File: config.mk
export PLATFORM = sky130hd
export DESIGN_NAME = regfile_sb
export DESIGN_NICKNAME = d
export VERILOG_FILES = /design/src/rtl/regfile_pkg.sv /design/src/rtl/reg_scoreboard.sv /design/src/rtl/regfile_sb.sv
export SDC_FILE = /design/constraint.sdc
export NUM_CORES = 2
export LEC_CHECK = 0
export BUFFER_PORTS_ARGS = -buffer_cell sky130_fd_sc_hd__buf_4
export CORE_ASPECT_RATIO = 0.75
export CORE_MARGIN = 5
export CORE_UTILIZATION = 30
export DETAILED_ROUTE_END_ITERATION = 6
export HOLD_SLACK_MARGIN = 0.15
export PLACE_DENSITY = 0.45
export SLEW_MARGIN = 20
export SYNTH_ARGS = -nofsm -noshare
export SYNTH_HDL_FRONTEND = slang
export SYNTH_SLANG_ARGS = --single-unit
File: constraint.sdc
create_clock -name clk -period 6.2 [get_ports clk]
set_clock_uncertainty 0.05 [all_clocks]
set_input_delay 0.93 -clock clk [delete_from_list [all_inputs] [get_ports clk]]
set_output_delay 0.93 -clock clk [all_outputs]
set_load 0.01 [all_outputs]
File: src/rtl/regfile_pkg.sv
// ============================================================================
//  Module      : regfile_pkg
//  Description : Shared widths, types and constants for the register file.
//  Revision    : 1.0
// ============================================================================
`default_nettype none

package regfile_pkg;
    localparam int DEFAULT_DATA_WIDTH    = 64;
    localparam int DEFAULT_ADDRESS_WIDTH = 5;

    typedef logic [DEFAULT_ADDRESS_WIDTH-1:0] reg_addr_t;
    typedef logic [DEFAULT_DATA_WIDTH-1:0]    reg_data_t;

    localparam reg_addr_t ZERO_ADDR = '0;
endpackage

`default_nettype wire

File: src/rtl/reg_scoreboard.sv
// ============================================================================
//  Module      : reg_scoreboard
//  Description : Pending-write bit per register with issue/flush/write priority.
//  Revision    : 1.0
// ============================================================================
`default_nettype none

module reg_scoreboard
    import regfile_pkg::*;
#(
    parameter int ADDRESS_WIDTH = DEFAULT_ADDRESS_WIDTH,
    parameter int REGISTER_SIZE = 2**ADDRESS_WIDTH,
    parameter int ZERO_REG      = 1
) (
    input  logic                     clk,
    input  logic                     reset_n,
    input  logic                     i_iss_valid,
    input  logic [ADDRESS_WIDTH-1:0] i_iss_rd,
    input  logic                     i_flush,
    input  logic                     i_wr_en,
    input  logic [ADDRESS_WIDTH-1:0] i_wr_addr,
    output logic [REGISTER_SIZE-1:0] o_pending,
    output logic [ADDRESS_WIDTH:0]   o_pending_cnt
);

    logic [REGISTER_SIZE-1:0] r_pending;
    logic [ADDRESS_WIDTH:0]   r_pending_cnt;
    logic [REGISTER_SIZE-1:0] w_pending_nxt;
    logic [ADDRESS_WIDTH:0]   w_cnt_nxt;

    // A new producer outranks flush, which outranks the writeback clear.
    for (genvar r = 0; r < REGISTER_SIZE; r++) begin : g_bit
        localparam logic [ADDRESS_WIDTH-1:0] c_IDX  = ADDRESS_WIDTH'(r);
        localparam bit                       c_TIED = (ZERO_REG != 0) && (r == 0);

        assign w_pending_nxt[r] = c_TIED                                ? 1'b0 :
                                  (i_iss_valid && i_iss_rd == c_IDX)    ? 1'b1 :
                                  i_flush                               ? 1'b0 :
                                  (i_wr_en && i_wr_addr == c_IDX)       ? 1'b0 :
                                                                          r_pending[r];
    end

    always_comb begin
        w_cnt_nxt = '0;
        for (int i = 0; i < REGISTER_SIZE; i++) begin
            w_cnt_nxt = w_cnt_nxt + {{ADDRESS_WIDTH{1'b0}}, w_pending_nxt[i]};
        end
    end

    always_ff @(posedge clk or negedge reset_n) begin
        if (!reset_n) begin
            r_pending     <= '0;
            r_pending_cnt <= '0;
        end else begin
            r_pending     <= w_pending_nxt;
            r_pending_cnt <= w_cnt_nxt;
        end
    end

    assign o_pending     = r_pending;
    assign o_pending_cnt = r_pending_cnt;

endmodule

`default_nettype wire

File: src/rtl/regfile_sb.sv
// ============================================================================
//  Module      : regfile_sb
//  Description : Multi-port integer register file with bypass and scoreboard.
//  Revision    : 1.0
// ============================================================================
`default_nettype none

module regfile_sb
    import regfile_pkg::*;
#(
    parameter int DATA_WIDTH    = DEFAULT_DATA_WIDTH,
    parameter int ADDRESS_WIDTH = DEFAULT_ADDRESS_WIDTH,
    parameter int REGISTER_SIZE = 2**ADDRESS_WIDTH,
    parameter int NUM_READ      = 2,
    parameter int ZERO_REG      = 1,
    parameter int BYPASS        = 1
) (
    input  logic                              clk,
    input  logic                              reset_n,
    input  logic                              RegWrite,
    input  logic [ADDRESS_WIDTH-1:0]          wa,
    input  logic [DATA_WIDTH-1:0]             wd,
    input  logic [NUM_READ*ADDRESS_WIDTH-1:0] ra,
    output logic [NUM_READ*DATA_WIDTH-1:0]    rd,
    output logic [NUM_READ-1:0]               rd_ready,
    input  logic                              iss_valid,
    input  logic [ADDRESS_WIDTH-1:0]          iss_rd,
    input  logic                              flush,
    output logic [REGISTER_SIZE-1:0]          pending,
    output logic [ADDRESS_WIDTH:0]            pending_cnt
);

    localparam logic [ADDRESS_WIDTH-1:0] c_ZERO = ADDRESS_WIDTH'(ZERO_ADDR);

    logic [DATA_WIDTH-1:0]    r_regs [REGISTER_SIZE];
    logic [REGISTER_SIZE-1:0] w_pending;
    logic                     w_we;

    // Writes to x0 are dropped so neither storage nor bypass ever sees them.
    assign w_we = RegWrite && !((ZERO_REG != 0) && (wa == c_ZERO));

    always_ff @(posedge clk or negedge reset_n) begin
        if (!reset_n) begin
            for (int k = 0; k < REGISTER_SIZE; k++) begin
                r_regs[k] <= '0;
            end
        end else if (w_we) begin
            r_regs[wa] <= wd;
        end
    end

    for (genvar i = 0; i < NUM_READ; i++) begin : g_rd
        logic [ADDRESS_WIDTH-1:0] w_ra;
        logic                     w_hit;
        logic                     w_zero;

        assign w_ra   = ra[i*ADDRESS_WIDTH +: ADDRESS_WIDTH];
        assign w_hit  = (BYPASS != 0) && w_we && (wa == w_ra);
        assign w_zero = (ZERO_REG != 0) && (w_ra == c_ZERO);

        assign rd[i*DATA_WIDTH +: DATA_WIDTH] = w_zero ? '0 :
                                                w_hit  ? wd :
                                                         r_regs[w_ra];
        assign rd_ready[i] = w_zero || w_hit || !w_pending[w_ra];
    end

    reg_scoreboard #(
        .ADDRESS_WIDTH (ADDRESS_WIDTH),
        .REGISTER_SIZE (REGISTER_SIZE),
        .ZERO_REG      (ZERO_REG)
    ) u_scoreboard (
        .clk           (clk),
        .reset_n       (reset_n),
        .i_iss_valid   (iss_valid),
        .i_iss_rd      (iss_rd),
        .i_flush       (flush),
        .i_wr_en       (RegWrite),
        .i_wr_addr     (wa),
        .o_pending     (w_pending),
        .o_pending_cnt (pending_cnt)
    );

    assign pending = w_pending;

endmodule

`default_nettype wire
# Word level (Yosys, flattened, before mapping)
# Cells that the tools add are included.
# W data, S select, Z words.
[word_totals]
ff_bits = 2085
inputBits = 89
output_inout_bits = 168
elab_cells = 323
[op_classes]
n_addsub = 30
order_cmp = 6
n_eq_ne = 64
n_mux = 110
bitwise = 3
n_reduce_logical = 76
[ops]
columns = ["op", "count"]
rows = [
  ["$bwmux W2048", 1],
  ["$bmux W64 S5", 2],
  ["$mux W64", 9],
  ["$demux W64 S5", 1],
  ["$add A6 B1 Y6", 29],
  ["$eq A5 B5 Y1 const B", 32],
  ["$mux W1", 95],
  ["$eq A5 B4 Y1 const B", 16],
  ["$logic_and A1 B1 Y1", 66],
  ["$eq A5 B3 Y1 const B", 8],
  ["$eq A5 B2 Y1 const B", 4],
  ["$ge A6 B6 Y1 const B", 3],
  ["$not A5 Y6", 3],
  ["$logic_not A5 Y1", 3],
  ["$lt A5 B6 Y1 const B", 2],
  ["$bmux W1 S5", 2],
  ["$eq A5 B1 Y1 const B", 2],
  ["$eq A5 B5 Y1", 2],
  ["$lt A6 B1 Y1 const B", 1],
  ["$logic_or A1 B1 Y1", 4],
  ["$logic_not A1 Y1", 3],
  ["$add A1 B1 Y2", 1],
]

# Logic depth before layout (Yosys ltp)
[logic_depth]
depth_word = 35
mapped_depth = 24
mapped_depth_nobuf = 21

# Cells and area by module
# From an unflattened synthesis, not the netlist that was laid out.
[unflattened]
cells_unflattened = 7777
area_unflattened_um2 = 112193.9
[modules_own_cells]
columns = ["module", "instances", "cells_per_inst", "area_each_um2", "seq_area_each_um2"]
rows = [
  ["regfile_sb", 1, 7559, 109790.3, 51249.2],
  ["reg_scoreboard", 1, 218, 2403.6, 925.9],
]

# Least setup slack after synthesis
# Ideal clock, no wire load.
[synth_timing]
kind = "input-to-reg"
from = "input port wa[1]"
to = "register u_scoreboard.r_pending_cnt[4] (netlist: u_scoreboard.o_pending_cnt[4])"
setup_time_ns = 0.080
t_arrival_ns = 6.474
required_time_ns = 6.070
slack_ns = -0.404
cell_stages = 21
path_buffers = 3
path_cell_list = "buf_2 > nor3b_1 > nand2_1 > clkbuf_1 > clkbuf_1 > nand3_1 > o21ai_0 > ha_1 > inv_1 > fa_1 > fa_1 > fa_1 > fa_1 > fa_1 > inv_1 > fa_1 > ha_1 > fa_1 > a21o_1 > a21oi_1 > xnor2_1"
[synth_via]
elab_chain_cells = 35
elab_cells_between_ends = 185
classes_between = "add/sub: 30; eq/ne: 31; mux: 93; reduce/logical: 31"
[synth_rtl]
columns = ["item", "line_no", "rtl"]
rows = [
  ["start: declaration", "regfile_sb.sv:21", "input logic [ADDRESS_WIDTH-1:0] wa,"],
  ["$eq A5 B2 Y1", "reg_scoreboard.sv:39", "(i_wr_en && i_wr_addr == c_IDX) ? 1'b0 :"],
  ["$logic_and A1 B1 Y1", "reg_scoreboard.sv:39", ""],
  ["$mux W1", "reg_scoreboard.sv:39", ""],
  ["$mux W1", "reg_scoreboard.sv:38", "i_flush ? 1'b0 :"],
  ["$mux W1", "reg_scoreboard.sv:37", "(i_iss_valid && i_iss_rd == c_IDX) ? 1'b1 :"],
  ["named net u_scoreboard.w_pending_nxt[2]", "reg_scoreboard.sv:28", "logic [REGISTER_SIZE-1:0] w_pending_nxt;"],
  ["$add A1 B1 Y2", "reg_scoreboard.sv:46", "w_cnt_nxt = w_cnt_nxt + {{ADDRESS_WIDTH{1'b0}}, w_pending_nxt[i]};"],
  ["$add A6 B1 Y6 (29 in series)", "reg_scoreboard.sv:46", ""],
  ["named net u_scoreboard.w_cnt_nxt[4]", "reg_scoreboard.sv:29", "logic [ADDRESS_WIDTH:0] w_cnt_nxt;"],
  ["end signal: assignment", "reg_scoreboard.sv:56", "r_pending_cnt <= w_cnt_nxt;"],
  ["end: declaration", "reg_scoreboard.sv:27", "logic [ADDRESS_WIDTH:0] r_pending_cnt;"],
]
# The timed path passes the listed nets, and every way through them passes these cells.
# A chain may end at the register's enable or synchronous reset.

# Worst setup path after layout
[layout_timing]
from = "input port wa[2]"
to = "register u_scoreboard.r_pending_cnt[4] (netlist: u_scoreboard.o_pending_cnt[4])"
# Same word-level chain as after synthesis.

==> key figures <==
Placed design
  • HPWL Detailed: about 270 mm
  • Number of buffer cells added on primary ports: 255
  • Cell area after placement: 0.120 sq mm
  • Routability cong.: ~0.83
  • Setup slack at placement: -0.0436 ns

STA
  • Final critical-path share of the clock period: 86.4%
  • Setup TNS: 0 ns
  • Setup violations, final: 0
  • Final period demand of the worst path: 5.36 ns
  • Transition time at the pin with the least slew margin: approximately 1.2 ns
  • Peak Freq: 187 MHz
  • Final slew viol count: 0
  • Setup slack of the critical path after layout: 0.844 ns
  • Relative slew margins: 22.1%
  • Count of final hold-check violations: 0
  • Setup repair after global routing missed its margin: no
  • Hold Slack: 0.326 ns

Pwr
  • Relative contribution of the clock network to total power: between 30% and 40%
  • Sequential fraction of design power: 44.2%
  • Switching power summed over all nets: 11.6 mW
  • Fraction of power spent switching nets: 28.5%
  • Maximum vdd drop: roughly 0.23 mV
  • Ratio of total power to cell area: 319 mW/mm^2
  • Static Leak: around 54 nW
  • Internal Power: 29.1 mW
  • Comb power frac: 20.9%

Setup path
  • Slowest library cell on the worst path: fa_1
  • Startpoint kind of the worst setup timing path: input port
  • Data required time of the worst path: 6.98 ns
  • CP max stage delay: 0.55 ns
  • Cells along the critical path: buf_4 > nor3_4 > nand2_4 > nand3_1 > o21ai_0 > ha_1 > inv_1 > fa_1 > fa_1 > fa_1 > fa_1 > fa_1 > inv_1 > fa_1 > ha_2 > fa_2 > a21o_1 > a21oi_2 > xnor2_1
  • Critical path arrival: 6.13 ns
  • Kind of capture point of the worst setup path: flip-flop
  • Worst setup path category: in2reg
  • Highest net fanout along the worst path: 6
  • Cell type with the highest occurrence count on the critical path: fa_1

Routing
  • WL final: 468 mm
  • Total iterations of the first detailed-routing run: 5
  • Routed Antenna Nets: 0
  • Post-detailed-route via-to-cell ratio: between 5 and 6
  • Average wire per standard cell: 36.5 microns
  • DRC errors left: 0
  • Via Count: 75200
  • Iteration-0 DRC count of the detailed router: 7466

Logic synthesis
  • Distinct cells, synth: 72
  • Async set or reset register ratio after synthesis: between 90% and 100%
  • Warnings from Yosys: 0
  • Total of flip-flops plus latches after synthesis: 2085
  • Post-Synth XOR/XNOR Area: 0.102%
  • Synth Area in Simple Gates: roughly 2.3%
  • Post-synthesis net count: 7851
  • Synth Cell Area: approximately 0.11 sq mm
  • EDFF count, synth: 0
  • Complex-gate fraction of the synthesized area: 5.42%
  • Cell type with the largest total area after synthesis: dfrtp_1
  • Area share of the largest cell type after synthesis: 46.6%
  • Leading cell types by total area after synthesis: dfrtp_1 (47%), mux2_2 (20%), mux4_2 (17%), mux2i_1 (3.0%), clkbuf_1 (1.7%)
  • Most common flop cell mapped by yosys: dfrtp_1
  • Fraction of the yosys area taken by sequential cells: a little under half
  • Average size of a mapped cell: 14.5 sq um
  • Main combinational cell family by area after synthesis: multiplexers
  • Adder-cell area share of the yosys netlist: less than 1%
  • Syn Inst Count: 7730
  • Share of cell area taken by muxes after synthesis: 41.0%

Clock network
  • Clock tree root buffer cell: clkbuf_16
  • Clock slew at reported path FFs: 0.06 ns
  • Setup repair bufs after CTS: 0
  • CTS tree: yes
  • Maximum level of the CTS H-tree: 4
  • Clk sink count: 2085
  • Max Buffers Root-to-Sink: 4
  • Number of buffers inserted for hold repair after clock tree synthesis: 1
  • Clock latency reported for the late side of the worst-skew pair: 0.91 ns
  • Post_cts resized: 0
  • CTS buffer count: roughly 230

Layout
  • Final Net Count: 7768
  • Design Area, Final: 0.128 sq mm
  • Most common cell after layout, fill and taps aside: dfrtp_1
  • Area growth, synth to finish: 13.8%
  • Layout cell share with drive strength beyond 1: 49.9%
  • Post-Route Utilization: ~34%
  • Most frequent cells in the layout: dfrtp_1 (2085), mux2_2 (2037), mux4_2 (860), buf_4 (489), mux2i_1 (337)

Global route
  • Maximum number of pins on one net before global-route repair: 165
  • Initial antenna violation count: 40
  • Remaining global-route overflow: 0
  • Global-route wire length before repair: 654 mm
  • Via count of the first global-routing pass: 77400
  • Total Routing Usage GR: 23.8%

Floorplan
  • Starting Density: 30.1%
  • Row cnt: 194
  • Die Y-Extent: about 540 microns
  • Placeable core area: 0.372 sq mm
  • Top-Level Pins: 257
  • Die boundary width: 716 microns
  • Floorplan die area: roughly 0.39 sq mm

Status
  • Run status: finished, final reports clean

Min path
  • Type of the most critical hold path: reg2reg

Flow run
  • Maxcap violations: 0
-- area by class of cell --
class,instances,area (sq um)
Fill cell,36000,245000
Multi-Input combinational cell,4675,55800
Sequential cell,2085,52200
Clock buffer,346,6780
Tap cell,4998,6250
Timing Repair Buffer,580,5430
Clock inverter,59,757
Inverter,71,273
Antenna cell,18,45.0
-- state kept, by name (all words and copies together) (netlist names) --
signal	count
r_regs	2048
u_scoreboard.o_pending_cnt	6
u_scoreboard.o_pending	31
-- cells in the mapped netlist, types with 7 or more instances --
cell type	instances
o21a_1	8
o32ai_1	13
mux2_2	2037
buf_8	9
a221oi_1	70
mux4_2	860
nand2b_1	19
nor2b_1	33
ha_1	9
fa_1	23
a31oi_1	10
buf_2	237
a22oi_1	126
o21ai_0	126
nand3b_1	7
nand3_1	94
xnor2_1	7
mux2i_1	337
buf_1	37
nor3_1	50
inv_1	67
o211ai_1	57
or2_2	7
nor4_1	9
clkbuf_1	517
a211oi_1	31
a21oi_1	52
and3_1	9
a211o_1	10
buf_6	31
nor2_1	182
dfrtp_1	2085
mux4_1	11
a22o_1	15
and2_1	9
a221o_1	10
a32o_1	48
o221ai_1	35
nor3b_1	9
and3b_1	7
o22ai_1	189
nand2_1	72
o211a_1	9
nand4_1	9
buf_4	68
-- routing by layer --
layer  global-route usage, %  up-vias  routed length (microns)
met3                    4.73      629                    30100
met1                    34.0    42100                   211000
met5                       0        -                       92
met4                    6.71       14                    14100
li1                        -    29700                        -
met2                    36.7     2786                   213000
-- worst max-delay path, delay by kind of cell --
| family | cells | cell delay, ns |
|---|---|---|
| simple gates | 3 | 0.54 |
| buf+inv | 3 | 0.25 |
| xor+xnor | 1 | 0.13 |
| compound gates | 3 | 0.48 |
| fa+ha+maj | 9 | 3.82 |
-- power groups by stage --
stage	sequential [mW]	combinational, mW	clock [mW]
final	18.0	8.50	14.2
after CTS	17.9	8.57	14.5
after global routing	18.3	9.12	15.0
after global placement	18.0	8.39	0
after floorplan	17.5	6.06	0
after detailed placement	18.2	8.54	0
-- per-stage QoR --
| step | instances | power, mW |
|---|---|---|
| after detailed placement | 12400 | 26.7 |
| after floorplan | 7730 | 23.6 |
| final | 12800 | 40.7 |
| after global routing | 12800 | 42.5 |
| after CTS | 12800 | 41.0 |
| after global placement | 12400 | 26.4 |
-- worst paths after layout --
kind | from | endpoint | slack (ns) | cells after the start
setup / recovery | wa[2] | u_scoreboard.o_pending_cnt[4]$_DFF_PN0_ | 0.84 | 19
hold / removal | r_regs[2031]$_DFFE_PN0P_ | r_regs[2031]$_DFFE_PN0P_ | 0.33 | 0
setup reg to reg | u_scoreboard.o_pending[23]$_DFF_PN0_ | u_scoreboard.o_pending_cnt[4]$_DFF_PN0_ | 0.96 | 15
hold reg to reg | r_regs[2031]$_DFFE_PN0P_ | r_regs[2031]$_DFFE_PN0P_ | 0.33 | 0
max in group asynchronous | reset_n | r_regs[887]$_DFFE_PN0P_ | 3.64 | 4
min in group asynchronous | reset_n | r_regs[1392]$_DFFE_PN0P_ | 0.62 | 2
-- logic make-up (layout without fill, tap and decap cells) --
family	count (synthesis)	in the layout
and+or+nand+nor	533	533
muxes	3246	3246
AOI/OAI and AO/OA	850	850
DFF	2085	2085
other	1	19
buffers and inverters	970	1056
xor gates and xnor gates	13	13
adders and majority gates	32	32
Power figures use the tool's default switching activity.
